==> config.mk <==
export PLATFORM = sky130hd
export DESIGN_NAME = jk_mod_counter_flat
export DESIGN_NICKNAME = d
export VERILOG_FILES = /design/src/rtl/jk_mod_counter_if.sv /design/src/rtl/jk_mod_counter.sv /design/src/flat_wrapper.sv
export SDC_FILE = /design/constraint.sdc
export NUM_CORES = 1
export LEC_CHECK = 0
export ABC_AREA = 1
export CAP_MARGIN = 10
export CORE_UTILIZATION = 42
export CTS_BUF_LIST = sky130_fd_sc_hd__clkbuf_4 sky130_fd_sc_hd__clkbuf_8
export DETAILED_ROUTE_END_ITERATION = 10
export PLACE_DENSITY = 0.78
export SLEW_MARGIN = 20
export SYNTH_ARGS = -nofsm -noshare
export SYNTH_HDL_FRONTEND = slang
export SYNTH_SLANG_ARGS = --single-unit
==> constraint.sdc <==
create_clock -name CLK -period 1.58 [get_ports CLK]
set_input_delay 0.395 -clock CLK [delete_from_list [all_inputs] [get_ports CLK]]
set_output_delay 0.395 -clock CLK [all_outputs]
set_load 0.05 [all_outputs]
==> src/rtl/jk_mod_counter_if.sv <==
// Bus bundle for jk_mod_counter: control inputs, count and status outputs.
// The master side drives controls; the counter is the slave.
interface jk_mod_counter_if #(
  parameter int W = 4
);
  logic         EN;
  logic         UP;
  logic         LOAD;
  logic [W-1:0] D;
  logic         OVF_CLR;
  logic [W-1:0] Q;
  logic [W-1:0] J_VEC;
  logic [W-1:0] K_VEC;
  logic         TC;
  logic         LOAD_ERR;
  logic         OVF;

  modport master (
    output EN,
    output UP,
    output LOAD,
    output D,
    output OVF_CLR,
    input  Q,
    input  J_VEC,
    input  K_VEC,
    input  TC,
    input  LOAD_ERR,
    input  OVF
  );

  modport slave (
    input  EN,
    input  UP,
    input  LOAD,
    input  D,
    input  OVF_CLR,
    output Q,
    output J_VEC,
    output K_VEC,
    output TC,
    output LOAD_ERR,
    output OVF
  );
endinterface

==> src/rtl/jk_mod_counter.sv <==
// Modulo-MOD up/down counter built from per-bit JK cells.
// Optional sticky wrap flag OVF enabled by JK_MOD_COUNTER_OVF_EN.
module jk_mod_counter #(
  parameter int W   = 4,
  parameter int MOD = 10
) (
  input logic CLK,
  input logic RST_N,
  jk_mod_counter_if.slave bus
);

  generate
    if (MOD < 2 || MOD > (1 << W)) begin : g_bad_mod
      $error("jk_mod_counter: MOD outside 2..2**W");
    end
  endgenerate

  localparam logic [W-1:0] MAX   = W'(MOD - 1);
  localparam logic [W:0]   MOD_X = (W+1)'(MOD);

  logic [W-1:0] q;
  logic [W-1:0] nxt;
  logic [W-1:0] j;
  logic [W-1:0] k;
  logic [W-1:0] up_nxt;
  logic [W-1:0] dn_nxt;
  logic         d_ok;
  logic         q_ok;
  logic         at_max;
  logic         at_zero;
  logic         m_ld;
  logic         m_err;
  logic         m_up;
  logic         m_dn;
  logic         tc;
  logic         ld_bad;
  logic         load_err;
  logic         ovf;

  assign d_ok    = ({1'b0, bus.D} < MOD_X);
  assign q_ok    = ({1'b0, q} < MOD_X);
  assign at_max  = (q == MAX);
  assign at_zero = (q == '0);

  assign m_ld  = bus.LOAD & d_ok;
  assign m_err = bus.LOAD & ~d_ok;
  assign m_up  = ~bus.LOAD & bus.EN & bus.UP;
  assign m_dn  = ~bus.LOAD & bus.EN & ~bus.UP;

  // out-of-range state (forced/X) collapses to 0 on any count
  always_comb begin
    up_nxt = q + W'(1);
    if (!q_ok || at_max)
      up_nxt = '0;
  end

  always_comb begin
    dn_nxt = q - W'(1);
    if (!q_ok)
      dn_nxt = '0;
    else if (at_zero)
      dn_nxt = MAX;
  end

  always_comb begin
    nxt    = q;
    j      = '0;
    k      = '0;
    ld_bad = 1'b0;
    unique case (1'b1)
      m_ld: begin
        nxt = bus.D;
        j   = bus.D;
        k   = ~bus.D;
      end
      m_err: begin
        nxt    = '0;
        j      = '0;
        k      = '1;
        ld_bad = 1'b1;
      end
      m_up: begin
        nxt = up_nxt;
        j   = q ^ up_nxt;
        k   = q ^ up_nxt;
      end
      m_dn: begin
        nxt = dn_nxt;
        j   = q ^ dn_nxt;
        k   = q ^ dn_nxt;
      end
      default: begin
        nxt = q;
      end
    endcase
  end

  assign tc = bus.EN & ~bus.LOAD
            & ((bus.UP & at_max) | (~bus.UP & at_zero));

  generate
    for (genvar i = 0; i < W; i++) begin : g_cell
      logic c_q;
      always_ff @(posedge CLK or negedge RST_N) begin
        if (!RST_N)
          c_q <= 1'b0;
        else
          c_q <= (j[i] & ~c_q) | (~k[i] & c_q);
      end
      assign q[i] = c_q;
    end
  endgenerate

  always_ff @(posedge CLK or negedge RST_N) begin
    if (!RST_N)
      load_err <= 1'b0;
    else
      load_err <= ld_bad;
  end

`ifdef JK_MOD_COUNTER_OVF_EN
  // a wrap on the same edge beats a clear
  always_ff @(posedge CLK or negedge RST_N) begin
    if (!RST_N)
      ovf <= 1'b0;
    else if (tc)
      ovf <= 1'b1;
    else if (bus.OVF_CLR)
      ovf <= 1'b0;
  end
`else
  logic unused_ovf_clr;
  assign unused_ovf_clr = bus.OVF_CLR;
  assign ovf = 1'b0;
`endif

  logic [W-1:0] unused_nxt;
  assign unused_nxt = nxt;

  assign bus.Q        = q;
  assign bus.J_VEC    = j;
  assign bus.K_VEC    = k;
  assign bus.TC       = tc;
  assign bus.LOAD_ERR = load_err;
  assign bus.OVF      = ovf;

endmodule

==> src/flat_wrapper.sv <==
// flat-port wrapper written by rule: the top's interface ports become plain ports
module jk_mod_counter_flat 
#(
  parameter int W   = 4,
  parameter int MOD = 10
)
  (CLK, RST_N, bus_EN, bus_UP, bus_LOAD, bus_D, bus_OVF_CLR, bus_Q, bus_J_VEC, bus_K_VEC, bus_TC, bus_LOAD_ERR, bus_OVF);
  jk_mod_counter_if #(.W(W)) bus_i ();
  input logic CLK;
  input logic RST_N;
  input wire logic [$bits(bus_i.EN)-1:0] bus_EN;
  input wire logic [$bits(bus_i.UP)-1:0] bus_UP;
  input wire logic [$bits(bus_i.LOAD)-1:0] bus_LOAD;
  input wire logic [$bits(bus_i.D)-1:0] bus_D;
  input wire logic [$bits(bus_i.OVF_CLR)-1:0] bus_OVF_CLR;
  output wire logic [$bits(bus_i.Q)-1:0] bus_Q;
  output wire logic [$bits(bus_i.J_VEC)-1:0] bus_J_VEC;
  output wire logic [$bits(bus_i.K_VEC)-1:0] bus_K_VEC;
  output wire logic [$bits(bus_i.TC)-1:0] bus_TC;
  output wire logic [$bits(bus_i.LOAD_ERR)-1:0] bus_LOAD_ERR;
  output wire logic [$bits(bus_i.OVF)-1:0] bus_OVF;
  assign bus_i.EN = bus_EN;
  assign bus_i.UP = bus_UP;
  assign bus_i.LOAD = bus_LOAD;
  assign bus_i.D = bus_D;
  assign bus_i.OVF_CLR = bus_OVF_CLR;
  assign bus_Q = bus_i.Q;
  assign bus_J_VEC = bus_i.J_VEC;
  assign bus_K_VEC = bus_i.K_VEC;
  assign bus_TC = bus_i.TC;
  assign bus_LOAD_ERR = bus_i.LOAD_ERR;
  assign bus_OVF = bus_i.OVF;
  jk_mod_counter #(.W(W), .MOD(MOD)) u_core (.CLK(CLK), .RST_N(RST_N), .bus(bus_i));
endmodule
==> flow_metrics.env, run 1 <==
export IMPL_synth_warnings=0
export IMPL_outcome="did not finish"
export IMPL_synth_top_area_share_pct=21.8
export IMPL_cts_buffers_inserted=3
export IMPL_dp_hpwl_mm=1.43
export IMPL_chipWidth_um=38.9
export IMPL_post_cts_resized_instances=47
export IMPL_cts_buffer_depth=2
export IMPL_placement_io_buffers=22
export IMPL_yosys_top_cells_area="sky130_fd_sc_hd__dfrtp_1 22%, sky130_fd_sc_hd__nand2_1 14%, sky130_fd_sc_hd__nand3_1 12%, sky130_fd_sc_hd__inv_1 7.2%, sky130_fd_sc_hd__nand3_2 7.0%"
export IMPL_initial_core_util_pct=48.3
export IMPL_cts_hold_buf=0
export IMPL_stop_error="[ERROR DPL-0038] Utilization greater than 100%, impossible to legalize"
export IMPL_yosysMostFrequentCell="sky130_fd_sc_hd__nand2_1"
export IMPL_synth_top_family_by_area="simple AND/OR/NAND/NOR gates"
export IMPL_post_synth_cell_area_avg_um2=6.59
export IMPL_cts_setup_buffers=13
export IMPL_synthSimpleGateAreaFrac_pct=49.1
export IMPL_die_h_um=38.9
export IMPL_synth_cell_type_count=20
export IMPL_post_synth_top_area_cell="sky130_fd_sc_hd__dfrtp_1"
export IMPL_synth_async_reset_ratio_pct=100
export IMPL_number_of_flops_mapped_to_enable_cells_by_yosys=0
export IMPL_synth_seq_cells=5
export IMPL_netlist_area_um2=573
export IMPL_muxShareOfSynthArea_pct=0
export IMPL_routabilityCongestion=0.880
export IMPL_cts_htree_levels=1
export IMPL_postSynth_topFlopCell="sky130_fd_sc_hd__dfrtp_1"
export IMPL_tritoncts_num_sinks=5
export IMPL_synth_cells_most_frequent="21 x sky130_fd_sc_hd__nand2_1, 14 x sky130_fd_sc_hd__nand3_1, 11 x sky130_fd_sc_hd__inv_1"
export IMPL_root_buffer="sky130_fd_sc_hd__clkbuf_4"
export IMPL_num_io_pins=25
export IMPL_outcome_stop_stage="4_1_cts"
export IMPL_yosys_area_share_adder_pct=0
export IMPL_synth_seq_area_share_pct=21.8
export IMPL_synth_fp_nets=97
export IMPL_syn_instance_count=87
export IMPL_synth_xor_area_share_pct=0
export IMPL_synth_compound_area_share_pct=10.5
export IMPL_std_cell_rows=12
## kinds of logic after synthesis
kind of cell / Yosys count
AOI/OAI and AO/OA: 9
buffers and inverters: 20
DFF: 5
other: 1
and+or+nand+nor: 52
## through the flow
step                setup slack [ns]  area, um2  setup TNS, ns  util, %  std cells
floorplan                    -0.0475        607        -0.0475        -         87
global placement              -0.429       1040          -4.06     87.3        130
detailed placement            -0.509       1040          -4.49     87.3        130
==> run 2, diff against run 1 <==
--- a/config.mk
+++ b/config.mk
@@ -7,10 +7,10 @@
 export LEC_CHECK = 0
 export ABC_AREA = 1
 export CAP_MARGIN = 10
-export CORE_UTILIZATION = 42
-export CTS_BUF_LIST = sky130_fd_sc_hd__clkbuf_4 sky130_fd_sc_hd__clkbuf_8
+export CORE_AREA = 2 2 63 65
 export DETAILED_ROUTE_END_ITERATION = 10
-export PLACE_DENSITY = 0.78
+export DIE_AREA = 0 0 65 67
+export PLACE_DENSITY_LB_ADDON = 0.15
 export SLEW_MARGIN = 20
 export SYNTH_ARGS = -nofsm -noshare
 export SYNTH_HDL_FRONTEND = slang
==> run 2 against run 1 <==
The flow now finishes, with violations (setup timing). Synthesized cell count stayed put. Area after synthesis did not move.
==> flow_metrics.env, run 2 <==
export IMPL_avgViaCountPerCell=4.03
export IMPL_largest_register="u_core.g_cell.c_q"
export IMPL_synth_warnings=0
export IMPL_filler_cell_count=372
export IMPL_cts_htree_levels=1
export IMPL_first_iter_violations=14
export IMPL_global_route_wire_length_before_repair_mm=3.45
export IMPL_fin_crit_sh_pct=114
export IMPL_layout_cells_most_common="sky130_fd_sc_hd__buf_4"
export IMPL_worstSetupEndpoint="bus_J_VEC[2]"
export IMPL_synth_seq_area_share_pct=21.8
export IMPL_finalCriticalPeriod_ns=1.81
export IMPL_nets=141
export IMPL_place_worst_setup_slack_ns=-0.454
export IMPL_drv_cap=0
export IMPL_total_leakage_power_nw=0.673
export IMPL_finalMaxSlewViolations=0
export IMPL_tritoncts_num_sinks=5
export IMPL_r2r_start="u_core.g_cell[3].c_q$_DFF_PN0_"
export IMPL_power_per_cell_area_nw_per_um2=1420
export IMPL_routabilityCongestion=0.829
export IMPL_netlist_area_um2=573
export IMPL_dp_hpwl_mm=1.56
export IMPL_final_setup_violation_count=9
export IMPL_yosysMostFrequentCell="sky130_fd_sc_hd__nand2_1"
export IMPL_area_growth_synth_to_final_pct=135
export IMPL_post_route_drc_count=0
export IMPL_crit_chain="nor2_4 -> buf_6 -> nand2_2 -> nand2_2 -> nand2_4 -> nand3_4 -> buf_12"
export IMPL_cp_top_family="flip-flops"
export IMPL_maximum_number_of_pins_on_one_net_before_global_route_repair=10
export IMPL_fin_util_pct=37.4
export IMPL_num_antenna_cells=0
export IMPL_timing_critical_path_from_type="flop"
export IMPL_synth_fp_nets=97
export IMPL_cp_data_arrival_time_ns=1.41
export IMPL_post_synth_cell_area_avg_um2=6.59
export IMPL_die_h_um=67
export IMPL_syn_instance_count=87
export IMPL_hold_class="input port to async pin"
export IMPL_irDropWorstVdd_v=0.000452
export IMPL_ant_nets=0
export IMPL_timing_final_ws_setup_ns=-0.227
export IMPL_crit_path_top_delay_cell="sky130_fd_sc_hd__dfrtp_2"
export IMPL_outcome="finished, violations left"
export IMPL_critical_path_cell_count=7
export IMPL_floorplan_die_area_um2=4360
export IMPL_wl_per_cell_um=11.1
export IMPL_num_vias=717
export IMPL_synth_cells_most_frequent="21 x sky130_fd_sc_hd__nand2_1, 14 x sky130_fd_sc_hd__nand3_1, 11 x sky130_fd_sc_hd__inv_1"
export IMPL_synth_seq_cells=5
export IMPL_number_of_flops_mapped_to_enable_cells_by_yosys=0
export IMPL_synth_cell_type_count=20
export IMPL_failing_checks="setup timing"
export IMPL_yosys_top_cells_area="sky130_fd_sc_hd__dfrtp_1 22%, sky130_fd_sc_hd__nand2_1 14%, sky130_fd_sc_hd__nand3_1 12%, sky130_fd_sc_hd__inv_1 7.2%, sky130_fd_sc_hd__nand3_2 7.0%"
export IMPL_antenna_found_initial=0
export IMPL_cts_tree="yes"
export IMPL_clk_pin_slew_ns=0.03
export IMPL_chipWidth_um=65
export IMPL_drt_pass1_iter_count=4
export IMPL_timing_critical_path_from="u_core.g_cell[1].c_q$_DFF_PN0_"
export IMPL_cp_max_fanout=7
export IMPL_timing_reg2reg_worst_path_depth=7
export IMPL_layout_common_cells="22 x sky130_fd_sc_hd__buf_4, 14 x sky130_fd_sc_hd__nand2_1, 14 x sky130_fd_sc_hd__buf_12"
export IMPL_clock_fmax_mhz=554
export IMPL_root_buffer="sky130_fd_sc_hd__clkbuf_8"
export IMPL_crit_required_ns=1.18
export IMPL_post_synth_top_area_cell="sky130_fd_sc_hd__dfrtp_1"
export IMPL_largest_reg_flops=4
export IMPL_worst_r2r_setup_slack_ns=0.19
export IMPL_synth_async_reset_ratio_pct=100
export IMPL_setup_repair_after_global_routing_missed_its_margin="yes"
export IMPL_crit_reg2reg_capture="u_core.g_cell[0].c_q$_DFF_PN0_"
export IMPL_end_kind="primary output"
export IMPL_timing_final_hold_violations=0
export IMPL_placement_io_buffers=22
export IMPL_num_io_pins=25
export IMPL_max_stage_delay_ns=0.47
export IMPL_global_route_overflow_total=0
export IMPL_cts_buffers_inserted=3
export IMPL_core_um2=3610
export IMPL_std_cell_rows=22
export IMPL_initial_core_util_pct=15.9
export IMPL_most_common_cell_on_crit_path="sky130_fd_sc_hd__nand2_2"
export IMPL_finClkSkew_ns=0.000124
export IMPL_grt_pass1_vias=781
export IMPL_cts_buffer_depth=2
export IMPL_track_usage_pct=10.2
export IMPL_synth_top_area_share_pct=21.8
export IMPL_final_layout_size_suffix_gt1_share_pct=66.2
export IMPL_critical_path_class="flop to primary output"
export IMPL_holdWs_ns=0.398
export IMPL_timing_critical_path_buf_inv=2
export IMPL_postSynth_topFlopCell="sky130_fd_sc_hd__dfrtp_1"
export IMPL_postRouteWirelength_mm=1.98
export IMPL_clk_insertion_delay_late_ns=0.22
## run 2: cell counts after synthesis
No cell type changed its count.
## run 2: worst min-delay path by stage
stage / to / depth (start not counted) / slack [ns] / startpoint
3_5_place_dp: u_core.g_cell[3].c_q$_DFF_PN0_ / 1 / 0.64 / RST_N
2_1_floorplan: u_core.bus.LOAD_ERR$_DFF_PN0_ / 0 / 0.1 / RST_N
3_3_place_gp: u_core.g_cell[3].c_q$_DFF_PN0_ / 1 / 0.64 / RST_N
6_report: u_core.bus.LOAD_ERR$_DFF_PN0_ / 1 / 0.40 / RST_N
4_1_cts: u_core.bus.LOAD_ERR$_DFF_PN0_ / 1 / 0.40 / RST_N
5_1_grt: u_core.bus.LOAD_ERR$_DFF_PN0_ / 1 / 0.41 / RST_N
## run 2: power breakdown
part,switching (mW),internal [mW]
clock,0.0597,0.173
sequential,0.108,0.178
combinational,0.733,0.658
total,0.900,1.01
## run 2: cells by family after synthesis
group,Yosys count,synth area share [%]
and+or+nand+nor,52,49.1
other,1,0.654
DFF,5,21.8
AOI/OAI and AO/OA,9,10.5
buffers and inverters,20,17.9
## run 2: routing by layer
layer,share of wire [%],track usage (%),up-vias
li1,-,-,360
met1,38,11.5,332
met2,54,18.2,21
met3,5.6,2.53,4
met4,2.6,4.52,0
met5,0,0,-
## run 2: cell type report
| cell class | instances | area, um2 | area share [%] |
|---|---|---|---|
| repair buffers | 46 | 542 | 40.2 |
| multi-input cells | 62 | 523 | 38.8 |
| flip-flops and latches | 5 | 130 | 9.65 |
| well taps | 48 | 60.1 | 4.45 |
| inverters | 13 | 48.8 | 3.62 |
| clock buffers | 4 | 45.0 | 3.34 |
## run 2: timing repair
item                       4_1_cts  5_1_grt
hold buffers                     0        0
buffers inserted                 4        2
pin swaps                       12       11
gates resized for setup         40       10
setup endpoints to repair        9        9
hold endpoints to repair         0        0
## run 2: metrics by stage
stage	instance area [um2]	cells	setup TNS, ns	total power, mW
2_1_floorplan	607	87	-0.0475	0.904
3_3_place_gp	1110	168	-4.48	1.45
3_5_place_dp	1110	168	-4.58	1.45
4_1_cts	1280	176	-1.80	1.83
5_1_grt	1350	178	-2.40	2.03
6_report	1350	178	-1.80	1.91
Note: power is estimated with default switching activity, not from simulation.
